**src/rtl/blockade_pkg.sv**
```systemverilog
// Shared types and constants for the Blockade colour-overlay stage.
// The mask encoding is {B,G,R}, one bit per gun.
package blockade_pkg;

  localparam int H_ACTIVE   = 256;
  localparam int V_ACTIVE   = 224;
  localparam int BAND_LINES = 16;
  localparam logic [2:0] BAND_MASK = 3'b111;

  typedef enum logic [1:0] {
    OVL_GREEN  = 2'd0,
    OVL_WHITE  = 2'd1,
    OVL_YELLOW = 2'd2,
    OVL_RED    = 2'd3
  } overlay_t;

  localparam logic [2:0] MASK_GREEN  = 3'b010;
  localparam logic [2:0] MASK_WHITE  = 3'b111;
  localparam logic [2:0] MASK_YELLOW = 3'b011;
  localparam logic [2:0] MASK_RED    = 3'b001;

  function automatic logic [2:0] ovl_mask(input overlay_t ovl);
    logic [2:0] m;
    case (ovl)
      OVL_GREEN:  m = MASK_GREEN;
      OVL_WHITE:  m = MASK_WHITE;
      OVL_YELLOW: m = MASK_YELLOW;
      OVL_RED:    m = MASK_RED;
      default:    m = MASK_GREEN;
    endcase
    return m;
  endfunction

endpackage

```
**src/rtl/blockade_beam_counter.sv**
```systemverilog
// Beam position tracking: saturating h/v counters, blank edge detectors
// and the one-clock frame_start pulse on the vblank rising edge.
module blockade_beam_counter
  import blockade_pkg::*;
(
  input  logic       clk_sys,
  input  logic       reset,
  input  logic       ce_pix,
  input  logic       hblank,
  input  logic       vblank,
  output logic [7:0] vcount,
  output logic       vblank_rise,
  output logic       frame_start
);

  localparam logic [8:0] H_MAX = 9'(H_ACTIVE - 1);
  localparam logic [7:0] V_MAX = 8'(V_ACTIVE - 1);

  logic [8:0] hcount_r;
  logic [7:0] vcount_r;
  logic       hblank_d_r;
  logic       vblank_d_r;
  logic       frame_start_r;
  logic       hblank_rise_s;

  assign hblank_rise_s = hblank & ~hblank_d_r;
  assign vblank_rise   = vblank & ~vblank_d_r;
  assign vcount        = vcount_r;
  assign frame_start   = frame_start_r;

  // Edge detectors reset to "blanking" so a vblank already high at reset
  // release is not mistaken for a new frame.
  always_ff @(posedge clk_sys) begin
    if (reset) begin
      hcount_r      <= 9'd0;
      vcount_r      <= 8'd0;
      hblank_d_r    <= 1'b1;
      vblank_d_r    <= 1'b1;
      frame_start_r <= 1'b0;
    end else begin
      frame_start_r <= ce_pix & vblank_rise;
      if (ce_pix) begin
        hblank_d_r <= hblank;
        vblank_d_r <= vblank;
        if (hblank) begin
          hcount_r <= 9'd0;
        end else if (hcount_r != H_MAX) begin
          hcount_r <= hcount_r + 9'd1;
        end else begin
          hcount_r <= hcount_r;
        end
        if (vblank) begin
          vcount_r <= 8'd0;
        end else if (hblank_rise_s && (vcount_r != V_MAX)) begin
          vcount_r <= vcount_r + 8'd1;
        end else begin
          vcount_r <= vcount_r;
        end
      end
    end
  end

endmodule

```
**src/rtl/blockade_overlay.sv**
```systemverilog
// Pixel-rate cellophane overlay: tints monochrome video with a frame-latched
// colour mask and an optional white score band over the top lines.
module blockade_overlay
  import blockade_pkg::*;
(
  input  logic       clk_sys,
  input  logic       reset,
  input  logic       ce_pix,
  input  logic       vid,
  input  logic       hblank,
  input  logic       vblank,
  input  logic [1:0] overlay_type,
  input  logic       zoned,
  output logic [2:0] rgb,
  output logic       hb_out,
  output logic       vb_out,
  output logic       frame_start
);

  localparam logic [8:0] BAND_LIM = 9'(BAND_LINES);

  logic [7:0] vcount_s;
  logic       vblank_rise_s;
  logic [2:0] sel_mask_s;
  logic [2:0] mask_r;
  logic       zoned_r;
  logic [2:0] rgb_r;
  logic       hb_r;
  logic       vb_r;

  blockade_beam_counter u_beam (
    .clk_sys     (clk_sys),
    .reset       (reset),
    .ce_pix      (ce_pix),
    .hblank      (hblank),
    .vblank      (vblank),
    .vcount      (vcount_s),
    .vblank_rise (vblank_rise_s),
    .frame_start (frame_start)
  );

  // Score band overrides the frame colour on the top lines when zoned.
  always_comb begin
    sel_mask_s = mask_r;
    if (zoned_r && ({1'b0, vcount_s} < BAND_LIM)) begin
      sel_mask_s = BAND_MASK;
    end else begin
      sel_mask_s = mask_r;
    end
  end

  // Frame latch and one-ce_pix output register.
  always_ff @(posedge clk_sys) begin
    if (reset) begin
      mask_r  <= MASK_GREEN;
      zoned_r <= 1'b0;
      rgb_r   <= 3'b000;
      hb_r    <= 1'b1;
      vb_r    <= 1'b1;
    end else if (ce_pix) begin
      if (vblank_rise_s) begin
        mask_r  <= ovl_mask(overlay_t'(overlay_type));
        zoned_r <= zoned;
      end
      rgb_r <= (vid & ~hblank & ~vblank) ? sel_mask_s : 3'b000;
      hb_r  <= hblank;
      vb_r  <= vblank;
    end
  end

  assign rgb    = rgb_r;
  assign hb_out = hb_r;
  assign vb_out = vb_r;

endmodule

```
**config.mk**
```make
export PLATFORM = sky130hd
export DESIGN_NAME = blockade_overlay
export DESIGN_NICKNAME = d
export VERILOG_FILES = /design/src/rtl/blockade_pkg.sv /design/src/rtl/blockade_beam_counter.sv /design/src/rtl/blockade_overlay.sv
export SDC_FILE = /design/constraint.sdc
export NUM_CORES = 1
export LEC_CHECK = 0
export ABC_AREA = 1
export CAP_MARGIN = 20
export CORE_MARGIN = 5
export CORE_UTILIZATION = 35
export CTS_BUF_LIST = sky130_fd_sc_hd__clkbuf_4 sky130_fd_sc_hd__clkbuf_8
export DETAILED_ROUTE_END_ITERATION = 10
export HOLD_SLACK_MARGIN = 0.15
export PLACE_DENSITY = 0.6
export SKIP_CTS_REPAIR_TIMING = 1
export SLEW_MARGIN = 20
export SYNTH_ARGS = -nofsm -noshare
export SYNTH_HDL_FRONTEND = slang
export SYNTH_HIERARCHICAL = 1
export SYNTH_SLANG_ARGS = --single-unit
```
**constraint.sdc**
```tcl
create_clock -name clk_sys -period 2.8 [get_ports clk_sys]
set_clock_uncertainty 0.15 [all_clocks]
set_input_delay 0.56 -clock clk_sys [delete_from_list [all_inputs] [get_ports clk_sys]]
set_output_delay 0.56 -clock clk_sys [all_outputs]
set_load 0.05 [all_outputs]
```
==> flow_summary.ini <==
[run_status]
status = finished clean

[die]
dieArea_um2 = 3817
start_util_pct = 37.20
core_area_um2 = 2522
ios = 15
fp.dieH_um = 61.78
die_w_um = 61.78
rows = 18

[cells_and_area]
num-nets-final = 168
num-fill-cells = 275
multi_input_area_um2 = 469.2
areaGrowthSynthToFinish_pct = 22.80
seq_area_um2 = 400.4
antenna_cells = 0
drive_gt1_share_pct = 7.643

[critical_path]
arrival_ns = 1.46
critPathLaunchType = flip-flop
slowest_delay_ns = 0.81
cp-startpoint = rgb[1]$_SDFFE_PP0P_
crit_path_end_kind = primary output
crit_path_cell_trace = clkdlybuf4s50_1
cp.required_ns = 2.09
critPathKind = reg2out
cp_slowest_cell = clkdlybuf4s50_1
rr_startpoint = u_beam/vcount[0]$_SDFFE_PP0P_
worstPathMaxFanout = 2
critical-path-top-delay-family = buffers and inverters
worstPathBufferInverterCount = 1

[cts]
clockBufferDepth = 2
clock_sinks = 20
root_buffer = clkbuf_4
insertion_delay_ns = 0.31
cts_max_level = 1
cts_buffers = 3
tritoncts = built
clkTransAtPathRegs_ns = 0.11

[power]
seqPwrFrac_pct = 55.6
power.density_nw_per_um2 = 461.1
power_switching_uw = 135.4
swShare_pct = 25.49
total_power_uw = 531.3
intPower_uw = 395.9
p_comb_share_pct = 12.1
peakVddDrop_uv = 342.7
p_leak_uw = 0.0004964
p_clk_share_pct = 32.3

[yosys]
synth_cell_types = 19
synth_mux_area_share_pct = 0
synth_top_family_by_area = simple AND/OR/NAND/NOR gates
synth.avg_cell_area_um2 = 6.751
synth-simple-area-share_pct = 37.33
synth_cells = 139
async_flop_share_pct = 0
synth_nets = 149
synthFlopType = dfxtp_1
synthXorXnorAreaFrac_pct = 0
synth_enable_flop_cells = 0
yosys.cell_count.top_type = nand2_1
yosysTopAreaCellShare_pct = 42.67
ys_seq_elements = 20
yosys_warnings = 6
synth_commonest_cells = nand2_1 (48), dfxtp_1 (20), inv_1 (17), nor2_1 (15), a21oi_1 (12)
synth_compound_area_share_pct = 11.33
synthAdderAreaFrac_pct = 1.333
synth.area.top_cells = dfxtp_1 (43%), nand2_1 (19%), inv_1 (6.8%), a21oi_1 (6.4%), nor2_1 (6.0%)
netlist_area_um2 = 938.4
ys_seq_area_share_pct = 42.67
synth_area_leader_cell = dfxtp_1

[timing]
maxSlewViolCount = 0
relSlewSlack_pct = 66.16
rsz0062_at_grt = false
finalSetupTns_ns = 0
worst_slack_ns = 0.6256
worstMarginPinSlew_ns = 0.5060
setup_viol = 0
finalHoldViolations = 0
finalCritPeriodShare_pct = 77.66
fmax_mhz = 459.9
period_needed_ns = 2.174

[placed_design]
gp_congestion = 0.7989
port_buffers = 14
dp_slack_ns = 0.6306
dp.final_hpwl_mm = 1.601

[route]
num_vias = 905
dr.pass1.iters = 4
finalWirelength_mm = 2.083
drtAntennaViolNets = 0
drtIter0Drc = 68
drc = 0
viasPerCell = 4.840
wl_per_cell_um = 11.14

[worst_hold_path]
hold_path.class = reg2reg
min_from = rgb[0]$_SDFFE_PP0P_

[global_routing]
grt_overflow = 0
grt_max_degree = 12
grt_pass1_vias = 825
antenna_found_initial = 0
grt_pass1_wl_mm = 3.498
grt_use_total_pct = 12.44

[flow_run]
drv_cap = 0
[through the flow]
step	utilization [%]	area (um^2)	hold slack [ns]	instances
3_5_place_dp	44.25	1116	0.3021	183
6_report	45.68	1152	0.3243	187
5_1_grt	45.68	1152	0.3546	187
2_1_floorplan	-	938.4	0.2712	139
4_1_cts	45.68	1152	0.3332	187
3_3_place_gp	44.25	1116	0.2925	183
[kinds of logic (layout without fill, tap and decap cells)]
| family | after synthesis | in the layout |
|---|---|---|
| and+or+nand+nor | 80 | 80 |
| AOI/OAI and AO/OA | 20 | 20 |
| DFF | 20 | 20 |
| buffers and inverters | 18 | 36 |
| adders and majority gates | 1 | 1 |
[cell usage in the layout (no fill, tap or decap), drive strengths merged]
cell and count:
nand3 9, nand3b 1, clkdlybuf4s50 14, a211oi 1, nand2 52, a21oi 12, clkinv 1, nor2 16
nor3 2, ha 1, o211ai 1, a31oi 1, inv 17, dfxtp 20, o21ai 5, clkbuf 4
[power by group through the flow]
| stage | sequential, uW | clock (uW) | combinational, uW |
|---|---|---|---|
| after detailed placement | 302 | 0 | 64.6 |
| final | 296 | 171 | 64.3 |
| after CTS | 296 | 179 | 64.8 |
| after floorplan | 310 | 0 | 28.2 |
| after global routing | 297 | 192 | 71.0 |
| after global placement | 302 | 0 | 64.2 |
[routing by layer]
| layer | vias to the layer above | routed length, um | global-route usage [%] |
|---|---|---|---|
| met1 | 405 | 999 | 16.06 |
| met5 | - | 0 | 0 |
| li1 | 476 | - | - |
| met4 | 0 | 26 | 2.727 |
| met2 | 19 | 960 | 19.88 |
| met3 | 5 | 96 | 4.545 |
[flip-flops by register name (all words and copies together) (netlist names)]
register / count
u_beam/frame_start: 1
vb_out: 1
u_beam/vblank_d_r: 1
mask_r: 3
zoned_r: 1
hb_out: 1
rgb: 3
u_beam/hblank_d_r: 1
u_beam/vcount: 8
[area by class of cell]
cell class                 count  area share, %
clock buffer                   4          3.149
inverter                      18          5.972
sequential                    20          34.74
tap                           30          3.257
timing repair buffer          14          12.16
multi-input combinational    101          40.72
[worst paths after layout]
kind                                    to  slack, ns  cells past startpoint
min reg2reg            rgb[0]$_SDFFE_PP0P_       0.32                      2
max                                 rgb[1]       0.63                      1
max reg2reg  u_beam/vcount[6]$_SDFFE_PP0P_       1.28                      8
min                    rgb[0]$_SDFFE_PP0P_       0.32                      2
Power figures use the tool's default switching activity.
==> patch 1: new RTL, same flow settings <==
Make the reset (`reset`) asynchronous in 2 clocked blocks.
--- a/src/rtl/blockade_beam_counter.sv
+++ b/src/rtl/blockade_beam_counter.sv
@@ -30,7 +30,7 @@
 
   // Edge detectors reset to "blanking" so a vblank already high at reset
   // release is not mistaken for a new frame.
-  always_ff @(posedge clk_sys) begin
+  always_ff @(posedge clk_sys or posedge reset) begin
     if (reset) begin
       hcount_r      <= 9'd0;
       vcount_r      <= 8'd0;
--- a/src/rtl/blockade_overlay.sv
+++ b/src/rtl/blockade_overlay.sv
@@ -50,7 +50,7 @@
   end
 
   // Frame latch and one-ce_pix output register.
-  always_ff @(posedge clk_sys) begin
+  always_ff @(posedge clk_sys or posedge reset) begin
     if (reset) begin
       mask_r  <= MASK_GREEN;
       zoned_r <= 1'b0;
Check against the original RTL: differs if reset is asserted again (counterexample within 4 cycles, from zero or initial values and one cycle with reset high); with reset held inactive, the same outputs for 10 cycles.
==> patch 1 against the unedited design <==
  * Register-to-register slack worse by 0.02 ns
  * Area after synthesis is 12% higher
  * Design area is 9.0% higher
  * Hold slack worse by 0.0038 ns
  * Cell count is 1.1% higher
  * Sequential cell count stayed put
  * Wire length is 1.2% lower
  * Setup slack worse by 0.17 ns
  * Total power is 12% higher
  * Critical path type unchanged
==> patch 1: results (changes against the unedited design) <==
Post-Syn Nets=150 (+0.67%); status=finished clean; via count=872 (-3.6%); pre-CTS setup slack=0.617 ns (-0.0141 ns); Unique masters post-synth=20 (+1); Hold EP=vb_out; Seq/Total Area, Yosys=48.4% (+5.7 points); Synth Flop Type=dfrtp_1; dpl hpwl=1640 um (+2.7%); Worst slew margin=66.6% (+0.43 points); worst r2r dst=u_beam/vcount[3]; dpl cell area=1230 um^2 (+9.9%); number of global-route vias before repair=912 (+11%); Total Nets Final=169 (+0.60%); Final GP Congestion=0.844 (+5.6%); layout cells sized above 1=13.9% (+6.3 points); Crit Reg-Reg Startpoint=u_beam/vcount[0]; GRT Overall Usage=11.5% (-0.95 points); top post-synthesis cells by area=dfrtp_1 36%, nand2_1 21%, dfstp_2 13%; ys async rst share=100% (+100 points); Hold WS=0.320 ns (-0.00382 ns); commonest cells in the netlist=58 x nand2_1, 17 x nor2_1, 15 x dfrtp_1; DR vias/cell=4.61 (-4.7%); P_leak=0.000637 uW (+28%); Iteration-0 DRC Markers=33 (-51%); R2R Setup Slk=1.26 ns (-0.02 ns); DRT Pass-1 Iters=5 (+1); peak supply drop=0.294 mV (-14%)
-- patch 1: layout make-up --
cell class | instances | area (um^2)
clock buffer | 4 | 30.0
fill | 293 | 1550
inverter | 19 | 85.1
multi-input combinational | 101 | 455
sequential | 20 | 507
tap | 31 | 38.8
timing repair buffer | 14 | 140
-- patch 1: cell families (layout without fill, tap and decap cells) --
logic type	count (synthesis)	after routing	share of synthesized area (%)
xor gates and xnor gates	1	1	0.836
and+or+nand+nor	89	89	36.6
adders and majority gates	1	1	1.19
buffers and inverters	19	37	8.12
AOI/OAI and AO/OA	10	10	4.90
DFF	20	20	48.4
-- patch 1: power by group through the flow --
stage | combinational, uW | clock (uW) | sequential, uW
after floorplan | 53.3 | 0 | 354
after global placement | 113 | 0 | 335
after detailed placement | 114 | 0 | 336
after CTS | 115 | 162 | 330
after global routing | 127 | 179 | 334
final | 113 | 153 | 330
-- patch 1: routing by layer --
metal  GRT usage, %  vias up  wire [um]
met2           20.8       16       1050
met4           3.96        0         12
met1           13.0      396        923
met3           2.94        2         71
met5              0        -          0
li1               -      458          -
-- patch 1: worst max path at each step --
stage	startpoint	to	slack, ns
2_1_floorplan	vblank	mask_r[1]	1.42
3_3_place_gp	ce_pix	u_beam/vcount[1]	0.66
3_5_place_dp	vblank	mask_r[1]	0.62
4_1_cts	hb_out	hb_out	0.44
5_1_grt	hb_out	hb_out	0.40
6_report	hb_out	hb_out	0.46
-- patch 1: stage by stage --
step                total power (uW)  util (%)
global route                     640      44.8
detailed placement               450      43.7
CTS                              607      44.8
global placement                 448      43.7
floorplan                        408         -
finish                           596      44.8
==> patch 2: new RTL, same settings <==
Without the edit above. Put one more register stage on the output `vb_out`, without a reset. The value now appears one clock later. The other outputs are not delayed to match.
--- a/src/rtl/blockade_overlay.sv
+++ b/src/rtl/blockade_overlay.sv
@@ -70,7 +70,9 @@
 
   assign rgb    = rgb_r;
   assign hb_out = hb_r;
-  assign vb_out = vb_r;
+  always_ff @(posedge clk_sys) begin
+    vb_out <= vb_r;
+  end
 
 endmodule
 
Behaviour: not the same (Yosys sat finds a counterexample within 4 cycles, from zero or initial values and one cycle with reset high).
==> patch 2 against the unedited design <==
  * Design area grew 1.1%
  * Total power shrank 2.3%
  * Area after synthesis grew 2.1%
  * Setup slack gained 0.010 ns
  * Wire length shrank 4.2%
  * Sequential cell count grew 1
  * Via count shrank 1.2%
  * Hold slack lost 0.11 ns
  * Critical endpoint is now rgb[0]
==> patch 2: results (changes against the unedited design) <==
CP delay by family, top=buffers and inverters; crit path DAT=roughly 1.5 ns; Post-Syn Nets=150 (+0.67%); peak supply drop=0.339 mV (-1.0%); # diodes=0 (unchanged); layout cells sized above 1=7.59% (-0.048 points); Met2 Routed Length=906 um (-5.6%); Worst Min Path Start=vb_r; via count=894 (-1.2%); yosys warns=6 (unchanged); pre-CTS setup slack=0.623 ns (-0.00807 ns); Seq/Total Area, Yosys=43.9% (+1.2 points); Iteration-0 DRC Markers=57 (-16%); Hold Path Depth=0 (-2); clk buf depth=2 (unchanged); largest net degree at the start of global routing=13 (+1); Final GP Congestion=0.853 (+6.7%); top post-synthesis cells by area=dfxtp_1 44%, nand2_1 19%, inv_1 6.7%; commonest cells in the netlist=48 x nand2_1, 21 x dfxtp_1, 17 x inv_1; first-pass GRT wire length=3590 um (+2.6%); ys async rst share=0% (unchanged); DR WL met3=70 um (-27%); dpl cells=185 (+1.1%); DR top layer=met4; top-area cell type share of the netlist area=43.9% (+1.2 points); DRT met1 WL=990 um (-0.90%); Post-Syn Area per Cell=6.85 um^2 (+1.4%); P_sw=134 uW (-0.82%); dpl hpwl=1540 um (-3.6%); P_leak=0.000501 uW (+1.0%); Wirelength per Cell=10.6 um (-5.2%); status=finished clean; Crit Reg-Reg Startpoint=u_beam/vcount[1]; Total Nets Final=169 (+0.60%); CTS Buf Count=3 (unchanged); DR vias/cell=4.73 (-2.3%); number of global-route vias before repair=843 (+2.2%); worst r2r dst=u_beam/vcount[2]; GRT Overall Usage=11.1% (-1.4 points); Hold EP=vb_out; Worst slew margin=66.7% (+0.52 points); H-tree levels=1 (unchanged)
patch 2: cell type report:
cell class	instances	area, um^2
Sequential cell	21	420
Clock buffer	3	22.5
Tap cell	31	38.8
Fill cell	291	1520
Inverter	18	68.8
Clock inverter	1	5.00
Timing Repair Buffer	14	140
Multi-Input combinational cell	101	469
patch 2: power groups by stage:
stage	registers [uW]	clock network, uW	logic [uW]
after global placement	317	0	64.0
after CTS	311	155	64.1
after global routing	312	167	71.3
after floorplan	326	0	28.2
after detailed placement	318	0	63.8
final	311	145	63.5
patch 2: logic make-up (layout without fill, tap and decap cells):
kind of cell             count (synthesis)  count (layout)  share of synthesized area [%]
AND/OR/NAND/NOR                         80              80                           36.6
flip-flops                              21              21                           43.9
AO/OA/AOI/OAI                           20              20                           11.1
adder cells (fa/ha/maj)                  1               1                           1.31
buffers and inverters                   18              36                           7.18
patch 2: how the worst max path moves through the flow:
stage | slack [ns] | endpoint | start | cells past startpoint
4_1_cts | 0.60 | rgb[0] | rgb[0] | 1
6_report | 0.64 | rgb[0] | rgb[0] | 1
3_3_place_gp | 0.63 | u_beam/vcount[6] | ce_pix | 8
3_5_place_dp | 0.62 | u_beam/vcount[3] | ce_pix | 8
2_1_floorplan | 1.44 | u_beam/vcount[5] | hblank | 7
5_1_grt | 0.56 | rgb[1] | rgb[1] | 1
patch 2: per-layer routing:
metal	GRT usage, %	vias up
li1	-	481
met1	14.4	389
met2	17.6	20
met3	3.96	4
met4	2.39	0
met5	0	-
patch 2: stage by stage:
step	hold slack, ns	area [um^2]
after floorplan	0.176	958
after global placement	0.184	1140
after detailed placement	0.194	1140
after CTS	0.215	1160
after global routing	0.235	1160
final	0.212	1160
